## src/rtl/conv_win_sched.sv

```systemverilog
// conv_win_sched: raster frame sequencer for the 5x5 convolution window (fill, run, flush).
// Optional stall counters are compiled in when CONV_WIN_SCHED_PERF_EN is defined.
module conv_win_sched #(
  parameter int IMAGE_MAX_W       = 4096,
  parameter int IMAGE_MAX_H       = 4096,
  parameter int KERNEL_DIAMETER_N = 5,
  parameter int DIM_W             = $clog2(IMAGE_MAX_W) + 1,
  localparam int KERNEL_POS_W     = 8
) (
  input  logic                    clk,
  input  logic                    rst_n,
  input  logic                    cfg_start,
  input  logic [DIM_W-1:0]        cfg_w,
  input  logic [DIM_W-1:0]        cfg_h,
  output logic                    cfg_err,
  output logic                    busy,
  output logic                    done,
  input  logic                    i_vld,
  output logic                    i_rdy,
  output logic                    lb_shift,
  output logic                    lb_bubble,
  output logic                    o_vld,
  input  logic                    o_rdy,
  output logic [KERNEL_POS_W-1:0] o_pos,
  output logic [DIM_W-1:0]        o_x,
  output logic [DIM_W-1:0]        o_y,
  output logic                    o_sof,
  output logic                    o_eol
`ifdef CONV_WIN_SCHED_PERF_EN
  ,
  output logic [31:0]             perf_in_stall,
  output logic [31:0]             perf_out_stall
`endif
);

  typedef enum logic [2:0] {S_IDLE, S_FILL, S_RUN, S_FLUSH, S_DONE} state_t;

  // Bit set = that neighbour of the window centre lies outside the image.
  typedef struct packed {
    logic w2; logic w1; logic e2; logic e1;
    logic n2; logic n1; logic s2; logic s1;
  } kernel_pos_t;

  localparam logic [DIM_W-1:0] RAD = DIM_W'(KERNEL_DIAMETER_N / 2);

  state_t           state_r, state_nx_s;
  logic [DIM_W-1:0] w_r, h_r, ix_r, iy_r, cx_r, cy_r, o_x_r, o_y_r;
  kernel_pos_t      pos_s, o_pos_r;
  logic             o_vld_r, o_sof_r, o_eol_r, busy_r, done_r, cfg_err_r, flushed_r;
  logic             cfg_ok_s, start_acc_s, out_free_s, step_s, bubble_s, i_rdy_s;
  logic             out_step_s, fill_last_s, in_last_s, c_last_col_s, c_last_s;

  assign cfg_ok_s     = (cfg_w >= DIM_W'(3)) && (cfg_w <= DIM_W'(IMAGE_MAX_W)) &&
                        (cfg_h >= DIM_W'(3)) && (cfg_h <= DIM_W'(IMAGE_MAX_H));
  assign start_acc_s  = (state_r == S_IDLE) && cfg_start && cfg_ok_s;
  assign out_free_s   = o_rdy || !o_vld_r;
  // The fill ends on input index 2W+1, i.e. row RAD, column RAD-1.
  assign fill_last_s  = (iy_r == RAD) && (ix_r == RAD - DIM_W'(1));
  assign in_last_s    = (iy_r == h_r - DIM_W'(1)) && (ix_r == w_r - DIM_W'(1));
  assign c_last_col_s = (cx_r == w_r - DIM_W'(1));
  assign c_last_s     = c_last_col_s && (cy_r == h_r - DIM_W'(1));
  assign out_step_s   = step_s && ((state_r == S_RUN) || (state_r == S_FLUSH));

  // Next-state and handshake decode.
  always_comb begin
    state_nx_s = state_r;
    i_rdy_s    = 1'b0;
    step_s     = 1'b0;
    bubble_s   = 1'b0;
    case (state_r)
      S_IDLE: begin
        if (start_acc_s) state_nx_s = S_FILL;
        else             state_nx_s = S_IDLE;
      end
      S_FILL: begin
        i_rdy_s = 1'b1;
        step_s  = i_vld;
        if (step_s && fill_last_s) state_nx_s = S_RUN;
        else                       state_nx_s = S_FILL;
      end
      S_RUN: begin
        i_rdy_s = out_free_s;
        step_s  = i_vld && out_free_s;
        if (step_s && in_last_s) state_nx_s = S_FLUSH;
        else                     state_nx_s = S_RUN;
      end
      S_FLUSH: begin
        step_s   = out_free_s && !flushed_r;
        bubble_s = step_s;
        if (flushed_r && o_vld_r && o_rdy) state_nx_s = S_DONE;
        else                               state_nx_s = S_FLUSH;
      end
      S_DONE:  state_nx_s = S_IDLE;
      default: state_nx_s = S_IDLE;
    endcase
  end

  // Edge mask of the current centre.
  always_comb begin
    pos_s    = '0;
    pos_s.w2 = cx_r < DIM_W'(2);
    pos_s.w1 = cx_r < DIM_W'(1);
    pos_s.e2 = cx_r > (w_r - DIM_W'(3));
    pos_s.e1 = cx_r > (w_r - DIM_W'(2));
    pos_s.n2 = cy_r < DIM_W'(2);
    pos_s.n1 = cy_r < DIM_W'(1);
    pos_s.s2 = cy_r > (h_r - DIM_W'(3));
    pos_s.s1 = cy_r > (h_r - DIM_W'(2));
  end

  // State register, latched frame size and status pulses.
  always_ff @(posedge clk) begin
    if (!rst_n) begin
      state_r   <= S_IDLE;
      w_r       <= '0;
      h_r       <= '0;
      busy_r    <= 1'b0;
      done_r    <= 1'b0;
      cfg_err_r <= 1'b0;
    end else begin
      state_r   <= state_nx_s;
      cfg_err_r <= (state_r == S_IDLE) && cfg_start && !cfg_ok_s;
      done_r    <= (state_r == S_FLUSH) && (state_nx_s == S_DONE);
      busy_r    <= start_acc_s || (busy_r && (state_nx_s != S_DONE));
      if (start_acc_s) begin
        w_r <= cfg_w;
        h_r <= cfg_h;
      end
    end
  end

  // Input raster counter, advanced by every consumed pixel.
  always_ff @(posedge clk) begin
    if (!rst_n || start_acc_s) begin
      ix_r <= '0;
      iy_r <= '0;
    end else if (step_s && !bubble_s) begin
      if (ix_r == w_r - DIM_W'(1)) begin
        ix_r <= '0;
        iy_r <= iy_r + DIM_W'(1);
      end else begin
        ix_r <= ix_r + DIM_W'(1);
      end
    end
  end

  // Centre counter and the registered output slot (held while stalled).
  always_ff @(posedge clk) begin
    if (!rst_n || start_acc_s) begin
      cx_r      <= '0;
      cy_r      <= '0;
      flushed_r <= 1'b0;
      o_vld_r   <= 1'b0;
      o_x_r     <= '0;
      o_y_r     <= '0;
      o_pos_r   <= '0;
      o_sof_r   <= 1'b0;
      o_eol_r   <= 1'b0;
    end else if (out_step_s) begin
      o_vld_r <= 1'b1;
      o_x_r   <= cx_r;
      o_y_r   <= cy_r;
      o_pos_r <= pos_s;
      o_sof_r <= (cx_r == DIM_W'(0)) && (cy_r == DIM_W'(0));
      o_eol_r <= c_last_col_s;
      if (c_last_s) flushed_r <= 1'b1;
      if (c_last_col_s) begin
        cx_r <= '0;
        cy_r <= cy_r + DIM_W'(1);
      end else begin
        cx_r <= cx_r + DIM_W'(1);
      end
    end else if (o_rdy) begin
      o_vld_r <= 1'b0;
    end
  end

  assign cfg_err   = cfg_err_r;
  assign busy      = busy_r;
  assign done      = done_r;
  assign i_rdy     = i_rdy_s;
  assign lb_shift  = step_s;
  assign lb_bubble = bubble_s;
  assign o_vld     = o_vld_r;
  assign o_pos     = o_pos_r;
  assign o_x       = o_x_r;
  assign o_y       = o_y_r;
  assign o_sof     = o_sof_r;
  assign o_eol     = o_eol_r;

`ifdef CONV_WIN_SCHED_PERF_EN
  logic [31:0] perf_in_r, perf_out_r;

  // Saturating stall counters, cleared when a frame is accepted.
  always_ff @(posedge clk) begin
    if (!rst_n || start_acc_s) begin
      perf_in_r  <= '0;
      perf_out_r <= '0;
    end else begin
      if (busy_r && !i_vld && i_rdy_s && (perf_in_r != 32'hFFFF_FFFF))
        perf_in_r <= perf_in_r + 32'd1;
      if (o_vld_r && !o_rdy && (perf_out_r != 32'hFFFF_FFFF))
        perf_out_r <= perf_out_r + 32'd1;
    end
  end

  assign perf_in_stall  = perf_in_r;
  assign perf_out_stall = perf_out_r;
`endif

endmodule

```

## config.mk

```make
export PLATFORM = sky130hd
export DESIGN_NAME = conv_win_sched
export DESIGN_NICKNAME = d
export VERILOG_FILES = /design/src/rtl/conv_win_sched.sv
export SDC_FILE = /design/constraint.sdc
export NUM_CORES = 1
export LEC_CHECK = 0
export CORE_ASPECT_RATIO = 0.6
export CORE_MARGIN = 2
export CORE_UTILIZATION = 45
export CTS_CLUSTER_SIZE = 14
export DETAILED_ROUTE_END_ITERATION = 16
export PLACE_DENSITY = 0.71
export SETUP_SLACK_MARGIN = 0.02
export SLEW_MARGIN = 20
export SYNTH_ARGS = -nofsm -noshare
export SYNTH_HDL_FRONTEND = slang
export SYNTH_SLANG_ARGS = --single-unit
```

## constraint.sdc

```tcl
create_clock -name clk -period 4.3 [get_ports clk]
set_input_delay 0.86 -clock clk [delete_from_list [all_inputs] [get_ports clk]]
set_output_delay 0.86 -clock clk [all_outputs]
set_load 0.05 [all_outputs]
```

# --- Yosys cells after proc, flatten, opt, wreduce, memory -nomap -nowiden ---
# Cells that the tools add are included.
totals:
  reg_bits: 122
  latchBits: 0
  ram_bits: 0
  romBits: 0
  inputBits: 31
  output_inout_bits: 43
  word_cells: 105
  mem_count: 0
op_classes:
  n_addsub: 10
  multipliers: 0
  div: 0
  magnitude_cmp: 12
  eq_ne: 11
  shifts: 0
  muxes: 12
  n_bitwise: 0
  n_reduce_logical: 36
op_table:
  columns: ["op", "count"]
  rows:
  - ["$add A13 B1 Y13 const B", 4]
  - ["$eq A13 B13 Y1", 4]
  - ["$gt A13 B13 Y1", 4]
  - ["$sub A13 B2 Y13 const B", 4]
  - ["$ge A13 B2 Y1 const B", 2]
  - ["$le A13 B13 Y1 const B", 2]
  - ["$logic_not A13 Y1", 2]
  - ["$lt A13 B1 Y1 const B", 2]
  - ["$lt A13 B2 Y1 const B", 2]
  - ["$mux W13", 2]
  - ["$sub A13 B1 Y13 const B", 2]
  - ["$logic_and A1 B1 Y1", 20]
  - ["$eq A13 B1 Y1 const B", 1]
  - ["$eq A13 B2 Y1 const B", 1]
  - ["$pmux W3 S4", 1]
  - ["$eq A3 B2 Y1 const B", 2]
  - ["$reduce_and A2 Y1", 3]
  - ["$logic_not A1 Y1", 5]
  - ["$mux W1", 5]
  - ["$logic_or A1 B1 Y1", 4]
  - ["$eq A3 B1 Y1 const B", 1]
  - ["$eq A3 B3 Y1 const B", 1]
  - ["$logic_not A3 Y1", 1]
  - ["$mux W3", 1]
  - ["5 further kinds", 5]

# --- Logic depth before layout (Yosys ltp) ---
logic_depth:
  depth_word: 10
  depth_mapped: 13
  depth_no_buf: 12

# --- Worst setup path before layout ---
# Ideal clock, no wire load.
synth_path:
  path_type: "in2out"
  from: "input port o_rdy"
  to: "output port lb_shift"
  t_arrival_ns: 2.611
  required_ns: 3.440
  setup_slack_ns: 0.829
  cell_stages: 5
  n_path_buf: 0
  path_cell_list: "nand2b_1 -> nand3_1 -> a21oi_1 -> nand2_1 -> o21ai_0"
synth_via:
  elab_chain_len: 3
  word_cells_on_any_way: 4
synth_lines:
  columns: ["item", "line_no", "source"]
  rows:
  - ["from (decl)", "23", "input logic o_rdy,"]
  - ["$logic_or A1 B1 Y1 *", "56", "assign out_free_s = o_rdy || !o_vld_r;"]
  - ["$logic_and A1 B1 Y1 (on tied branches)", "88, 83", null]
  - ["$pmux W1 S3 *", "70", "case (state_r)"]
  - ["to (decl)", "20", "output logic lb_shift,"]
# Every way passes the cells marked *; elsewhere a longest branch is shown, timed or not.

# --- Worst setup path in the final report ---
# Same ends and word-level chain as after synthesis.

==> impl_metrics.py <==
metrics = {
    "routing": {
        "dr.first_iter.drc_count": 865,
        "routedWlPerCell_um": 18.7,
        "drtAntennaViolNets": 0,
        "dr.pass1.iters": 5,
        "drt-vias-per-instance": 5.77,
        "routed_wl_mm": 24.7,
        "vias": 7628,
        "drc": 0,
    },
    "clock_network": {
        "cts.path.max_buffers": 2,
        "path_clk_slew_ns": 0.06,
        "cts_buffers": 17,
        "postCtsHoldBufs": 0,
        "cts.sinks": 122,
        "cts_resized": 0,
        "htreeDepth": 4,
        "cts_setup_buffers": 0,
        "root_buffer": "clkbuf_16",
        "clock_latency_ns": 0.43,
        "cts_tree": "built",
    },
    "critical_path": {
        "crit_start": "o_rdy",
        "r2r_start": "w_r[1]",
        "startpoint_type": "input port",
        "ff2ff_setup_slack_ns": 0.95,
        "crit_path_end": "lb_shift",
        "reg2reg_to": "cy_r[11]",
        "arrival_ns": 2.94,
        "cp.required_ns": 3.44,
        "reg2reg_depth": 9,
        "crit_path_max_fanout": 4,
        "crit_type": "in -> out",
        "end_kind": "primary output",
    },
    "yosys": {
        "synth_area_um2": 8430,
        "synth.net_count": 1116,
        "ys_seq_area_share_pct": 29.0,
        "ys_ff_latch": 122,
        "synth_commonest_cells": "dfxtp_1, nand2_1, nor2_1",
        "synth_edf_count": 0,
        "synthDistinctLibCells": 66,
        "yosys.cell_count.top_type": "dfxtp_1",
        "synth_area_leaders": "dfxtp_1, ha_1, xnor2_1",
        "syn_inst": 1017,
        "async_flop_share_pct": 0,
        "synth-main-ff-cell": "dfxtp_1",
        "synth_top_area_cell": "dfxtp_1",
        "synth_top_area_share_pct": 29.0,
        "postSynthAreaPerCell_um2": 8.29,
        "ys_warn_count": 0,
    },
    "global_route": {
        "grt_pass1_wl_mm": 39.8,
        "grt-ovfl-total": 0,
        "grt_usage_pct": 25.7,
        "antenna_found_initial": 0,
        "grt_max_degree": 49,
        "grt_pass1_vias": 7118,
    },
    "floorplan": {
        "rows": 38,
        "core_area_um2": 18200,
        "die_h_um": 110,
        "start_util_pct": 46.3,
        "die-area_um2": 19900,
        "io_pins": 74,
        "die_width_um": 181,
    },
    "finish": {
        "nets": 1169,
        "antenna_cells": 0,
        "syn_to_final_growth_pct": 18.1,
        "final_area_um2": 9950,
        "fill_cells": 1713,
        "drive_above_1_share_pct": 6.65,
    },
    "run": {
        "drv_cap": 0,
    },
    "sta": {
        "layout_min_cycle_time_ns": 3.80,
        "setup_viol": 0,
        "rsz0062_at_grt": "false",
        "relSlewSlack_pct": 43.8,
        "fin_skew_ns": 0.0150,
        "final.setup.tns_ns": 0,
        "period_share_pct": 88.5,
        "slew_violations": 0,
        "hold_viol_final": 0,
        "tightest_slew_ns": 0.841,
        "max_freq_mhz": 263,
    },
    "power_and_ir_drop": {
        "p_leak_nw": 4.15,
        "ir_worst_vdd_v": 0.000310,
        "power_density_nw_per_um2": 326,
    },
    "placement": {
        "hpwl_mm": 18.2,
        "placed_area_um2": 9320,
        "portBuffers": 73,
        "gp_congestion": 0.963,
    },
    "min_path": {
        "hold_path.class": "reg -> reg",
    },
    "outcome": {
        "status": "finished, final reports clean",
    },
}
layer usage:
| metal | track usage [%] | up-vias | share of wire [%] |
|---|---|---|---|
| met4 | 4.49 | 0 | 0.32 |
| met1 | 41.3 | 3576 | 54 |
| met2 | 32.9 | 338 | 36 |
| met3 | 7.19 | 10 | 9.5 |
| met5 | 0 | - | 0 |
| li1 | - | 3704 | - |
where the power goes:
| group | total, mW | internal, mW | switching [mW] |
|---|---|---|---|
| clock network | 1.55 | 1.01 | 0.535 |
| logic | 0.530 | 0.229 | 0.301 |
| registers | 1.17 | 1.14 | 0.0313 |
flip-flops by register name, summed over array words and instances, names as in the netlist:
signal / count
cy_r: 13
o_pos: 8
h_r: 13
flushed_r: 1
iy_r: 13
w_r: 13
o_eol: 1
ix_r: 13
cx_r: 13
o_x: 13
busy: 1
o_vld: 1
cfg_err: 1
o_sof: 1
o_y: 13
state_r: 3
done: 1
worst max-delay path: stages:
cell and delay [ns]:
clkdlybuf4s50_1 0.52, nor2b_1 0.08, or3_2 0.47, o21ai_0 0.19
clkdlybuf4s50_1 0.83
per-stage QoR:
stage | instances | setup slack, ns | util, % | power [mW] | hold WS [ns]
4_1_cts | 1323 | 0.499 | 54.7 | 3.26 | 0.462
5_1_grt | 1323 | 0.365 | 54.7 | 3.37 | 0.470
2_1_floorplan | 1017 | 0.829 | - | 1.56 | 0.449
6_report | 1323 | 0.496 | 54.7 | 3.25 | 0.460
3_5_place_dp | 1291 | 0.495 | 51.2 | 1.71 | 0.452
3_3_place_gp | 1291 | 0.528 | 51.2 | 1.70 | 0.443
worst min path at each step:
stage	startpoint	to	depth (start not counted)
2_1_floorplan	flushed_r	flushed_r	2
3_3_place_gp	busy	busy	2
3_5_place_dp	o_x[3]	o_x[3]	2
4_1_cts	o_y[3]	o_y[3]	2
5_1_grt	o_y[3]	o_y[3]	2
6_report	o_y[3]	o_y[3]	2
final cells by class:
| class | instances | area, µm² | share of cell area [%] |
|---|---|---|---|
| clock buffers | 20 | 467 | 4.69 |
| flip-flops and latches | 122 | 2440 | 24.5 |
| multi-input cells | 806 | 5570 | 56.0 |
| inverters | 31 | 116 | 1.17 |
| clock inverters | 12 | 170 | 1.71 |
| well taps | 240 | 300 | 3.02 |
| repair buffers | 92 | 886 | 8.90 |
kinds of logic after synthesis:
kind of cell / after synthesis / share of synthesized area (%)
AO/OA/AOI/OAI: 144 / 10.9
AND/OR/NAND/NOR: 423 / 25.7
flip-flops: 122 / 29.0
adder cells (fa/ha/maj): 68 / 10.1
XOR/XNOR: 142 / 15.8
multiplexers: 29 / 3.44
buffers and inverters: 89 / 5.02
cells in the final DEF (no fill, tap or decap), types with 23 or more instances in the layout:
master	count
a21oi_1	62
ha_1	68
nand2_1	119
nor3_1	23
nor4_1	37
clkdlybuf4s50_1	73
nor2_1	95
nand3_1	38
dfxtp_1	122
xnor2_1	74
mux2i_1	29
nand4_1	27
xor2_1	62
inv_1	31
Power figures use the tool's default switching activity.
